--- config.mk ---
export PLATFORM = sky130hd
export DESIGN_NAME = fft8_sequencer
export DESIGN_NICKNAME = d
export VERILOG_FILES = /design/src/rtl/fft8_sequencer.sv
export SDC_FILE = /design/constraint.sdc
export NUM_CORES = 1
export LEC_CHECK = 0
export ABC_AREA = 1
export CAP_MARGIN = 15
export CORE_ASPECT_RATIO = 0.9
export CORE_MARGIN = 4
export CORE_UTILIZATION = 52
export DETAILED_ROUTE_END_ITERATION = 10
export PLACE_DENSITY = 0.81
export REMOVE_ABC_BUFFERS = 1
export SLEW_MARGIN = 40
export SYNTH_ARGS = -nofsm -noshare
export SYNTH_HDL_FRONTEND = slang
export SYNTH_SLANG_ARGS = --single-unit
--- constraint.sdc ---
create_clock -name clk -period 2.6 [get_ports clk]
set_input_delay 0.52 -clock clk [delete_from_list [all_inputs] [get_ports clk]]
set_output_delay 0.52 -clock clk [all_outputs]
set_load 0.02 [all_outputs]
--- src/rtl/fft8_sequencer.sv ---
// rtl/fft8_sequencer.sv - load/compute/unload sequencer for an 8-point radix-2 DIT FFT datapath
// FFT8_IFFT_EN adds the inverse input and the bf_conj output.
module fft8_sequencer #(
  parameter int BF_LAT = 2,
  parameter int N_PTS  = 8
) (
  input  logic       clk,
  input  logic       rst_n,
  input  logic       in_valid,
  output logic       in_ready,
  output logic       ld_wr_en,
  output logic [2:0] ld_wr_addr,
  output logic       bf_issue,
  output logic [2:0] bf_addr_a,
  output logic [2:0] bf_addr_b,
  output logic [1:0] bf_tw_idx,
  output logic       bf_wr_en,
  output logic [2:0] bf_wr_addr_a,
  output logic [2:0] bf_wr_addr_b,
  output logic       out_valid,
  input  logic       out_ready,
  output logic [2:0] out_rd_addr,
  output logic       busy,
`ifdef FFT8_IFFT_EN
  input  logic       inverse,
  output logic       bf_conj,
`endif
  output logic       done
);

  if (N_PTS != 8) begin : g_bad_npts
    $error("fft8_sequencer: N_PTS must be 8");
  end
  if (BF_LAT < 1 || BF_LAT > 8) begin : g_bad_lat
    $error("fft8_sequencer: BF_LAT must be in 1..8");
  end

  typedef enum logic [1:0] {S_IDLE, S_LOAD, S_COMPUTE, S_UNLOAD} state_t;

  // A stage issues for 4 cycles, then waits for its last result to land.
  localparam logic [3:0] STAGE_LAST = 4'(BF_LAT + 3);

  state_t     state_q;
  logic [2:0] load_cnt_q;
  logic [2:0] out_cnt_q;
  logic [1:0] stage_q;
  logic [3:0] cyc_q;
  logic       in_ready_q;
  logic       out_valid_q;
  logic       done_q;
  logic [6:0] wb_q [BF_LAT];

  logic       ld_hs;
  logic       out_hs;
  logic       issue_d;
  logic [1:0] k;
  logic [2:0] addr_a_d;
  logic [2:0] addr_b_d;
  logic [1:0] tw_d;

  assign ld_hs   = in_valid & in_ready_q;
  assign out_hs  = out_valid_q & out_ready;
  assign k       = cyc_q[1:0];
  assign issue_d = (state_q == S_COMPUTE) && (cyc_q < 4'd4);

  // Addresses are forced to zero off-issue so idle and reset values stay clean.
  always_comb begin
    addr_a_d = 3'd0;
    addr_b_d = 3'd0;
    tw_d     = 2'd0;
    if (issue_d) begin
      case (stage_q)
        2'd0: begin
          addr_a_d = {k, 1'b0};
          addr_b_d = {k, 1'b1};
          tw_d     = 2'd0;
        end
        2'd1: begin
          addr_a_d = {k[1], 1'b0, k[0]};
          addr_b_d = {k[1], 1'b1, k[0]};
          tw_d     = {k[0], 1'b0};
        end
        default: begin
          addr_a_d = {1'b0, k};
          addr_b_d = {1'b1, k};
          tw_d     = k;
        end
      endcase
    end
  end

  always_ff @(posedge clk) begin
    if (!rst_n) begin
      state_q     <= S_IDLE;
      load_cnt_q  <= 3'd0;
      out_cnt_q   <= 3'd0;
      stage_q     <= 2'd0;
      cyc_q       <= 4'd0;
      in_ready_q  <= 1'b1;
      out_valid_q <= 1'b0;
      done_q      <= 1'b0;
    end else begin
      done_q <= 1'b0;
      case (state_q)
        S_IDLE, S_LOAD: begin
          if (ld_hs) begin
            load_cnt_q <= load_cnt_q + 3'd1;
            state_q    <= S_LOAD;
            if (load_cnt_q == 3'd7) begin
              state_q    <= S_COMPUTE;
              in_ready_q <= 1'b0;
            end
          end
        end
        S_COMPUTE: begin
          if (cyc_q == STAGE_LAST) begin
            cyc_q <= 4'd0;
            if (stage_q == 2'd2) begin
              stage_q     <= 2'd0;
              state_q     <= S_UNLOAD;
              out_valid_q <= 1'b1;
            end else begin
              stage_q <= stage_q + 2'd1;
            end
          end else begin
            cyc_q <= cyc_q + 4'd1;
          end
        end
        S_UNLOAD: begin
          if (out_hs) begin
            out_cnt_q <= out_cnt_q + 3'd1;
            if (out_cnt_q == 3'd7) begin
              state_q     <= S_IDLE;
              out_valid_q <= 1'b0;
              done_q      <= 1'b1;
              in_ready_q  <= 1'b1;
            end
          end
        end
        default: state_q <= S_IDLE;
      endcase
    end
  end

  // Writeback delay line: {valid, addr_a, addr_b}, flushed by reset.
  always_ff @(posedge clk) begin
    if (!rst_n) begin
      for (int i = 0; i < BF_LAT; i++) wb_q[i] <= 7'd0;
    end else begin
      wb_q[0] <= {issue_d, addr_a_d, addr_b_d};
      for (int i = 1; i < BF_LAT; i++) wb_q[i] <= wb_q[i-1];
    end
  end

`ifdef FFT8_IFFT_EN
  logic inv_q;

  always_ff @(posedge clk) begin
    if (!rst_n) begin
      inv_q <= 1'b0;
    end else if (ld_hs && state_q == S_IDLE) begin
      inv_q <= inverse;
    end
  end

  assign bf_conj = issue_d & inv_q;
`endif

  assign in_ready     = in_ready_q;
  assign ld_wr_en     = ld_hs;
  assign ld_wr_addr   = {load_cnt_q[0], load_cnt_q[1], load_cnt_q[2]};
  assign bf_issue     = issue_d;
  assign bf_addr_a    = addr_a_d;
  assign bf_addr_b    = addr_b_d;
  assign bf_tw_idx    = tw_d;
  assign bf_wr_en     = wb_q[BF_LAT-1][6];
  assign bf_wr_addr_a = wb_q[BF_LAT-1][5:3];
  assign bf_wr_addr_b = wb_q[BF_LAT-1][2:0];
  assign out_valid    = out_valid_q;
  assign out_rd_addr  = out_cnt_q;
  assign busy         = (state_q != S_IDLE);
  assign done         = done_q;

endmodule

* Word-level counts from Yosys, hierarchy flattened *
Memories as Yosys holds them, arrays and structs flattened.
Index checks and enable logic that the tools add are counted.

storage, ports and cells
  flip-flop bits (word level) = 17
  bits in writable memories = 14
  input bits = 4
  output and inout port bits = 27
  word-level logic and storage cells = 76
  memories kept = 1

memory list
  memory  depth  bits a word  read ports  clocked after memory_dff  write ports  RTL line  RTL
  wb_q    2      7            2           0                         2            51        logic [6:0] wb_q [BF_LAT];

cells by class
  $add $sub $neg = 4
  $lt $le $gt $ge = 1
  eq/ne operators = 14
  mux-type cells = 30
  bitwise logic cells = 4
  reduce and logical (&&, ||, !) cells = 14

operators with widths
  operator                                               count
  two-way mux 2 bit                                      8
  AND reduction 5 bit                                    3
  two-way mux 7 bit                                      2
  one-hot mux 3 bit (2 select lines)                     2
  two-way mux 1 bit                                      11
  inequality test 2 bit, second input constant           4
  adder 3 x 1 -> 3 bit, second input constant            2
  == test 2 bit, second input constant                   3
  == test 3 bit, second input constant                   2
  two-way mux 3 bit                                      2
  one-hot mux 2 bit (3 select lines)                     1
  AND reduction 2 bit                                    3
  nonzero test 2 bit                                     3
  adder 4 x 1 -> 4 bit, second input constant            1
  == test 2 x 1 -> 1 bit, second input constant          2
  == test 4 x 3 -> 1 bit, second input constant          1
  zero test 2 bit                                        2
  < comparator 4 x 3 -> 1 bit, second input constant     1
  two-way mux 4 bit                                      1
  inequality test 2 x 1 -> 1 bit, second input constant  2
  one-hot mux 1 bit (2 select lines)                     2
  one-hot mux 2 bit (2 select lines)                     1
  AND reduction 3 bit                                    1
  adder 2 x 1 -> 2 bit, second input constant            1
  other kinds (4)                                        6

* Longest topological paths before layout *
Gate-level depths: netlist of the first run.

  word-level depth = 4
  mapped depth = 8
  depth with buffers taken out = 8

* Least setup slack after synthesis of the first run *
OpenSTA, ideal clock, no wires.

  path type = reg2out
  start = reg state_q[1]
  end = out bf_addr_a[2]
  data arrival time = 1.203 ns
  data required time = 2.080 ns
  setup slack = 0.877 ns
  cell stages (with the launch flop) = 5
  path through = dfxtp_1 > nand2_4 > inv_6 > nand3_4 > nor3_1

on the way
  longest elaborated chain between the ends = 3

ends and longest elaborated chain
  item                    RTL line  RTL
  start, declared         43        state_t state_q;
  start signal, assigned  94        state_q <= S_IDLE;
  start signal, assigned  108       state_q <= S_LOAD;
  start signal, assigned  110       state_q <= S_COMPUTE;
  == test 2 bit           64        assign issue_d = (state_q == S_COMPUTE) && (cyc_q < 4'd4);
  logical AND 1 bit       64
  two-way mux 3 bit       71        if (issue_d) begin
  end, declared           14        output logic [2:0] bf_addr_a,

No other way between the ends.

* Final worst setup path of the first run *
  start = reg state_q[0]
  end = out bf_tw_idx[0]

on the way
  longest elaborated chain between the ends = 3

ends and longest elaborated chain
  item               RTL line  RTL
  == test 2 bit      64
  logical AND 1 bit  64
  two-way mux 2 bit  71
  end, declared      16        output logic [1:0] bf_tw_idx,

No other way between the ends.

==> reports/summary.txt, run 1 <==
LEAKAGE: 0.837 nW
Iteration-0 DRC Markers: 21
DRT Wirelength: 2.55 mm
Final RePlAce weighted congestion: 0.788
Fin. Hold Viols: 0
CP Launch Point: state_q[0]
Dpl cells: 219
Flop and latch count out of synthesis: 31
Clk_skew: 0.00275 ns
Syn Inst Count: 168
Skew-Pair Late Insertion Delay: 0.33 ns
Setup TNS: 0 ns
First-pass GRT wire length: 4.18 mm
Final worst-path cycle share: 94.9%
Top-area cell type share of the netlist area: 46.4%
Hold WS: 0.419 ns
Die footprint: 3450 µm²
Avg Cell Area, Syn: 7.96 µm²
Seq/Total Area, Yosys: 46.4%
IO buf count: 30
Fin area: 1720 µm²
Worst IR drop on VDD: 0.481 mV
Die Wd: 61.5 µm
Cell taking the most area after synthesis: dfxtp_1
Synth unique cells: 28
Clk slew on worst S/H paths: 0.09 ns
Largest cells by area after synthesis: dfxtp_1 (46%), nand2_1 (7.6%), nor2_1 (7.0%)
Placed instance area: 1630 µm²
CTS tree: done
Starting Density: 54.7%
Layout fillers: 201
# Max-Cap Violations: 0
Post-synthesis compound-gate area fraction: 10.8%
Mapped cell area: 1340 µm²
Share of post-route cells with drive strength above 1: 13.1%
Reg-to-Reg Start: out_rd_addr[0]
Register area: 622 µm²
Max_slew headroom: 72.2%
Antenna diode count: 0
CTS root buf: clkbuf_4
Layout Nets: 206
Post-Layout Cell Count: 227
Row Count: 17
Maximum clock path buffer count: 2
Largest family of logic cells by synthesized area: simple AND/OR/NAND/NOR gates
RSZ-0062 raised after global routing: false
Worst-Margin Slew: 0.415 ns
Clock tree sinks: 31
H-tree Lvls: 2
Remaining Overflow, GRT: 0
DR WL/cell: 11.2 µm
Crit path time final: 2.47 ns
Final Setup Violations: 0
PD cells: 542 nW/µm²
Max frequency: 405 MHz
Core Area: 2450 µm²
Initial antenna violation count: 0
Critical Path RT: 2.08 ns
Final HPWL DP: 1.96 mm
Post-Synth Simple-Gate Area: 26.9%
WS Path Type: reg -> out
Pre-antenna DRT Iters: 4
Area Overhead vs Synth: 28.4%
Adder-cell share of the synthesized area: 3.74%
DR vias/cell: 4.85
CTS Buf Count: 5
Post-route DRC: 0
Critical path endpoint category: output pin
# IOs: 31
Die H: 56.1 µm
Status: completed
Crit path launch type: flop
Reg2reg setup slack: 1.30 ns
Worst Path Arrival: 1.95 ns
Multiplexer share of the synthesized area: 0%
Hold WC Path Type: reg -> reg
Vias: 1,102
Fin. max-slew vios: 0
Yosys warns: 0
Gr usage total: 16.4%
Number of global-route vias before repair: 1,003
Multi-input logic area: 554 µm²
Synth Area in XOR/XNOR: 0%
Min-Delay Startpoint: wb_q[0][6]
Critical Path Fanout Max: 9
Antenna-violating nets left: 0
Pin count of the biggest net entering global routing: 14
## layout by cell type (no fill, tap or decap), drive strengths merged
cell	n
clkbuf	6
o22ai	2
nor2	28
dfxtp	31
clkdlybuf4s50	28
nand2	31
a21oi	9
nand3b	1
inv	26
a211oi	1
o21ai	10
nand3	9
dlymetal6s2s	2
nor3	4
o21ba	1
nor4	1
clkinv	1
ha	4
o21a	2
bufinv	1
buf	1
## critical path, stage by stage (launching register included)
cell,delay (ns)
dfxtp_1,0.34
inv_2,0.09
nand2_4,0.09
inv_6,0.08
nand3_4,0.13
inv_6,0.11
nand2_4,0.05
nor2_1,0.10
clkdlybuf4s50_1,0.62
## registers in the layout (all words and copies together), names as in the netlist
signal	count
cyc_q	4
done	1
in_ready	1
load_cnt_q	3
out_rd_addr	3
out_valid	1
stage_q	2
state_q	2
wb_q	14
## metrics by stage
step | power (W) | worst slack [ns] | util, %
detailed placement | 0.000550 | 0.374 | 66.4
finish | 0.000930 | 0.133 | 70.2
floorplan | 0.000522 | 0.877 | -
global placement | 0.000548 | 0.381 | 66.4
global route | 0.000978 | 0.0340 | 70.2
CTS | 0.000938 | 0.0338 | 70.0
## routing by layer
| metal | GRT usage (%) | vias up | wire length, µm |
|---|---|---|---|
| met5 | 0 | - | 0 |
| li1 | - | 592 | - |
| met2 | 24.3 | 27 | 1200 |
| met1 | 20.0 | 476 | 1170 |
| met3 | 6.96 | 7 | 131 |
| met4 | 7.88 | 0 | 42 |
## cell type report
class / count / area share, %
clock inverters: 2 / 2.04
well taps: 28 / 2.04
multi-input cells: 103 / 32.3
repair buffers: 31 / 18.2
inverters: 26 / 6.26
clock buffers: 6 / 2.99
flip-flops and latches: 31 / 36.2
## kinds of logic (layout without fill, tap and decap cells)
kind of cell	count (synthesis)	in the layout
buffers and inverters	34	65
adder cells (fa/ha/maj)	4	4
flip-flops	31	31
AND/OR/NAND/NOR	74	74
AO/OA/AOI/OAI	25	25
## worst paths after layout
check / cells past startpoint / to
worst min-delay path: 2 / wb_q[0][13]
worst max-delay path: 8 / bf_tw_idx[0]
worst min register to register: 2 / wb_q[0][13]
worst max register to register: 7 / state_q[0]
## synth_stat cells
cell,number
nor2_2,2
a211oi_1,1
nand3_2,1
ha_1,4
nor3_1,3
o21ai_1,1
nand2_4,3
buf_4,6
nor3_2,1
nand3_4,1
inv_6,2
nand2_1,27
inv_2,2
dfxtp_1,31
nor4_1,1
inv_1,22
nand2_2,1
nand3_1,7
o21ai_0,9
buf_2,2
a21oi_1,8
nand3b_1,1
o22ai_1,2
o21a_1,2
a21oi_2,1
nor2_4,1
o21ba_1,1
nor2_1,25
## repair_timing
item / 4_1_cts / 5_1_grt
hold endpoints to repair: 0 / 0
setup endpoints to repair: 0 / 6
resized for setup: 0 / 4
setup buffers: 0 / 0
hold buffers: 0 / 0
## power by group
part	switching, W	total (W)	internal [W]	leakage (nW)
clock	0.000165	0.000392	0.000227	0.0482
sequential	0.00000494	0.000485	0.000480	0.251
combinational	0.0000303	0.0000536	0.0000233	0.537
total	0.000200	0.000930	0.000730	0.837
(Power assumes the default switching activity.)
==> inputs of run 2 (changes only) <==
--- a/config.mk
+++ b/config.mk
@@ -9,9 +9,9 @@
 export CAP_MARGIN = 15
 export CORE_ASPECT_RATIO = 0.9
 export CORE_MARGIN = 4
-export CORE_UTILIZATION = 52
+export CORE_UTILIZATION = 50
 export DETAILED_ROUTE_END_ITERATION = 10
-export PLACE_DENSITY = 0.81
+export PLACE_DENSITY = 0.78
 export REMOVE_ABC_BUFFERS = 1
 export SLEW_MARGIN = 40
 export SYNTH_ARGS = -nofsm -noshare
==> reports/summary.txt, run 2 (same netlist as run 1, synthesis figures left out) <==
Layout fillers: 208
Crit path launch type: flop
Worst Path Arrival: 1.94 ns
Vias: 1,136
Final worst-path cycle share: 94.6%
# Max-Cap Violations: 0
Number of global-route vias before repair: 1,094
Reg2Reg Capture Point: state_q[0]
Final RePlAce weighted congestion: 0.770
DR vias/cell: 5.00
Most frequent cells in the layout: dfxtp_1 (30), clkdlybuf4s50_1 (28), nand2_1 (27)
R2R cell count: 7
Row Count: 17
Commonest non-fill, non-tap cell in the layout: dfxtp_1
Gr usage total: 17.2%
Largest Register: wb_q
Max_slew headroom: 72.5%
Worst hold stages: 2
Worst IR drop on VDD: 0.445 mV
H-tree Lvls: 2
Final HPWL DP: 2.05 mm
Critical path endpoint category: output pin
Dpl ws: 0.371 ns
Die H: 57.1 µm
Die footprint: 3570 µm²
Area Overhead vs Synth: 28.4%
CTS tree: done
Die Wd: 62.5 µm
Clk slew on worst S/H paths: 0.10 ns
Critical path cell sequence: inv_2 > nand2_4 > inv_6 > nand3_4 > inv_6 > nand2_4 > nor2_1 > clkdlybuf4s50_1
Maximum clock path buffer count: 2
Clk_skew: 0.00553 ns
# IOs: 31
Pre-antenna DRT Iters: 4
Crit path time final: 2.46 ns
Post-CTS Setup Bufs: 0
Reg-to-Reg Start: out_rd_addr[0]
CTS root buf: clkbuf_4
Iteration-0 DRC Markers: 47
RSZ-0062 raised after global routing: false
Core Area: 2510 µm²
Share of post-route cells with drive strength above 1: 13.1%
Critical path's largest stage delay: 0.61 ns
Hold WC Path Type: reg -> reg
Final Setup Violations: 0
Starting Density: 53.3%
Critical Path RT: 2.08 ns
Clock tree sinks: 31
# hold bufs at CTS: 0
Placed instance area: 1630 µm²
Critical-path top delay cell: clkdlybuf4s50_1
IO buf count: 30
LEAKAGE: 0.837 nW
DR WL/cell: 11.9 µm
Skew-Pair Late Insertion Delay: 0.33 ns
WS Path Type: reg -> out
Register area: 622 µm²
Remaining Overflow, GRT: 0
Multi-input logic area: 554 µm²
CTS Buf Count: 5
Status: completed
Antenna diode count: 0
Post-route DRC: 0
Worst-Margin Slew: 0.411 ns
Layout Nets: 206
Setup TNS: 0 ns
DRT Wirelength: 2.69 mm
PD cells: 544 nW/µm²
Pin count of the biggest net entering global routing: 14
Initial antenna violation count: 0
Antenna-violating nets left: 0
Fin. Hold Viols: 0
Fin area: 1720 µm²
Final setup margin: 0.140 ns
Reg2reg setup slack: 1.31 ns
Max frequency: 407 MHz
CTS resizes: 0
Max reg flops: 14
Hold endpoint: wb_q[0][7]
Largest regs: wb_q: 14 flops, cyc_q: 4 flops
Fin. max-slew vios: 0
First-pass GRT wire length: 4.75 mm
Critical Path Fanout Max: 9
Min-Delay Startpoint: wb_q[0][0]
==> run 2: cell counts in the layout (fill, tap and decap cells not counted) <==
Identical to the previous run, type by type.
==> run 2: routing by layer <==
| layer | wire length (µm) | part of all wire, % | track usage, % |
|---|---|---|---|
| met2 | 1300 | 48 | 29.6 |
| met5 | 0 | 0 | 0 |
| met4 | 44 | 1.6 | 8.18 |
| met3 | 158 | 5.9 | 7.87 |
| met1 | 1190 | 44 | 18.1 |
==> run 2: critical path: cells and delay by family (launching register included) <==
kind	cells	cell delay, ns
buffers and inverters	4	0.90
DFF	1	0.34
and+or+nand+nor	4	0.37
==> run 2: worst max path at each step <==
stage                     startpoint           end  slack, ns
after CTS                 state_q[1]  bf_tw_idx[1]       0.02
after detailed placement    in_valid      ld_wr_en       0.37
after global placement      in_valid      ld_wr_en       0.38
final                     state_q[0]  bf_addr_a[0]       0.14
after global routing      state_q[1]  bf_addr_a[0]       0.01
after floorplan           state_q[1]  bf_addr_a[2]       0.88
==> run 2: power breakdown <==
part | total [W] | internal [W] | switching (W)
combinational | 0.0000541 | 0.0000233 | 0.0000308
sequential | 0.000485 | 0.000480 | 0.00000465
clock | 0.000396 | 0.000227 | 0.000169
total | 0.000935 | 0.000731 | 0.000205
==> run 2: area by class of cell <==
type / instances / area share (%)
flip-flops and latches: 31 / 36.2
multi-input cells: 103 / 32.3
repair buffers: 31 / 18.2
inverters: 26 / 6.26
clock buffers: 6 / 2.99
clock inverters: 2 / 2.04
well taps: 28 / 2.04
==> run 2: stage by stage <==
| step | hold WS [ns] | power [W] | util, % | std cells |
|---|---|---|---|---|
| CTS | 0.414 | 0.000944 | 68.2 | 227 |
| floorplan | 0.390 | 0.000522 | - | 160 |
| finish | 0.423 | 0.000935 | 68.4 | 227 |
| global placement | 0.393 | 0.000548 | 64.8 | 219 |
| global route | 0.451 | 0.000978 | 68.4 | 227 |
| detailed placement | 0.403 | 0.000550 | 64.8 | 219 |
==> inputs of run 3 (changes only) <==
--- a/config.mk
+++ b/config.mk
@@ -17,3 +17,4 @@
 export SYNTH_ARGS = -nofsm -noshare
 export SYNTH_HDL_FRONTEND = slang
 export SYNTH_SLANG_ARGS = --single-unit
+export TNS_END_PERCENT = 100
==> results of run 3 <==
No change in the layout: final DEF, timing and power equal those of run 2.
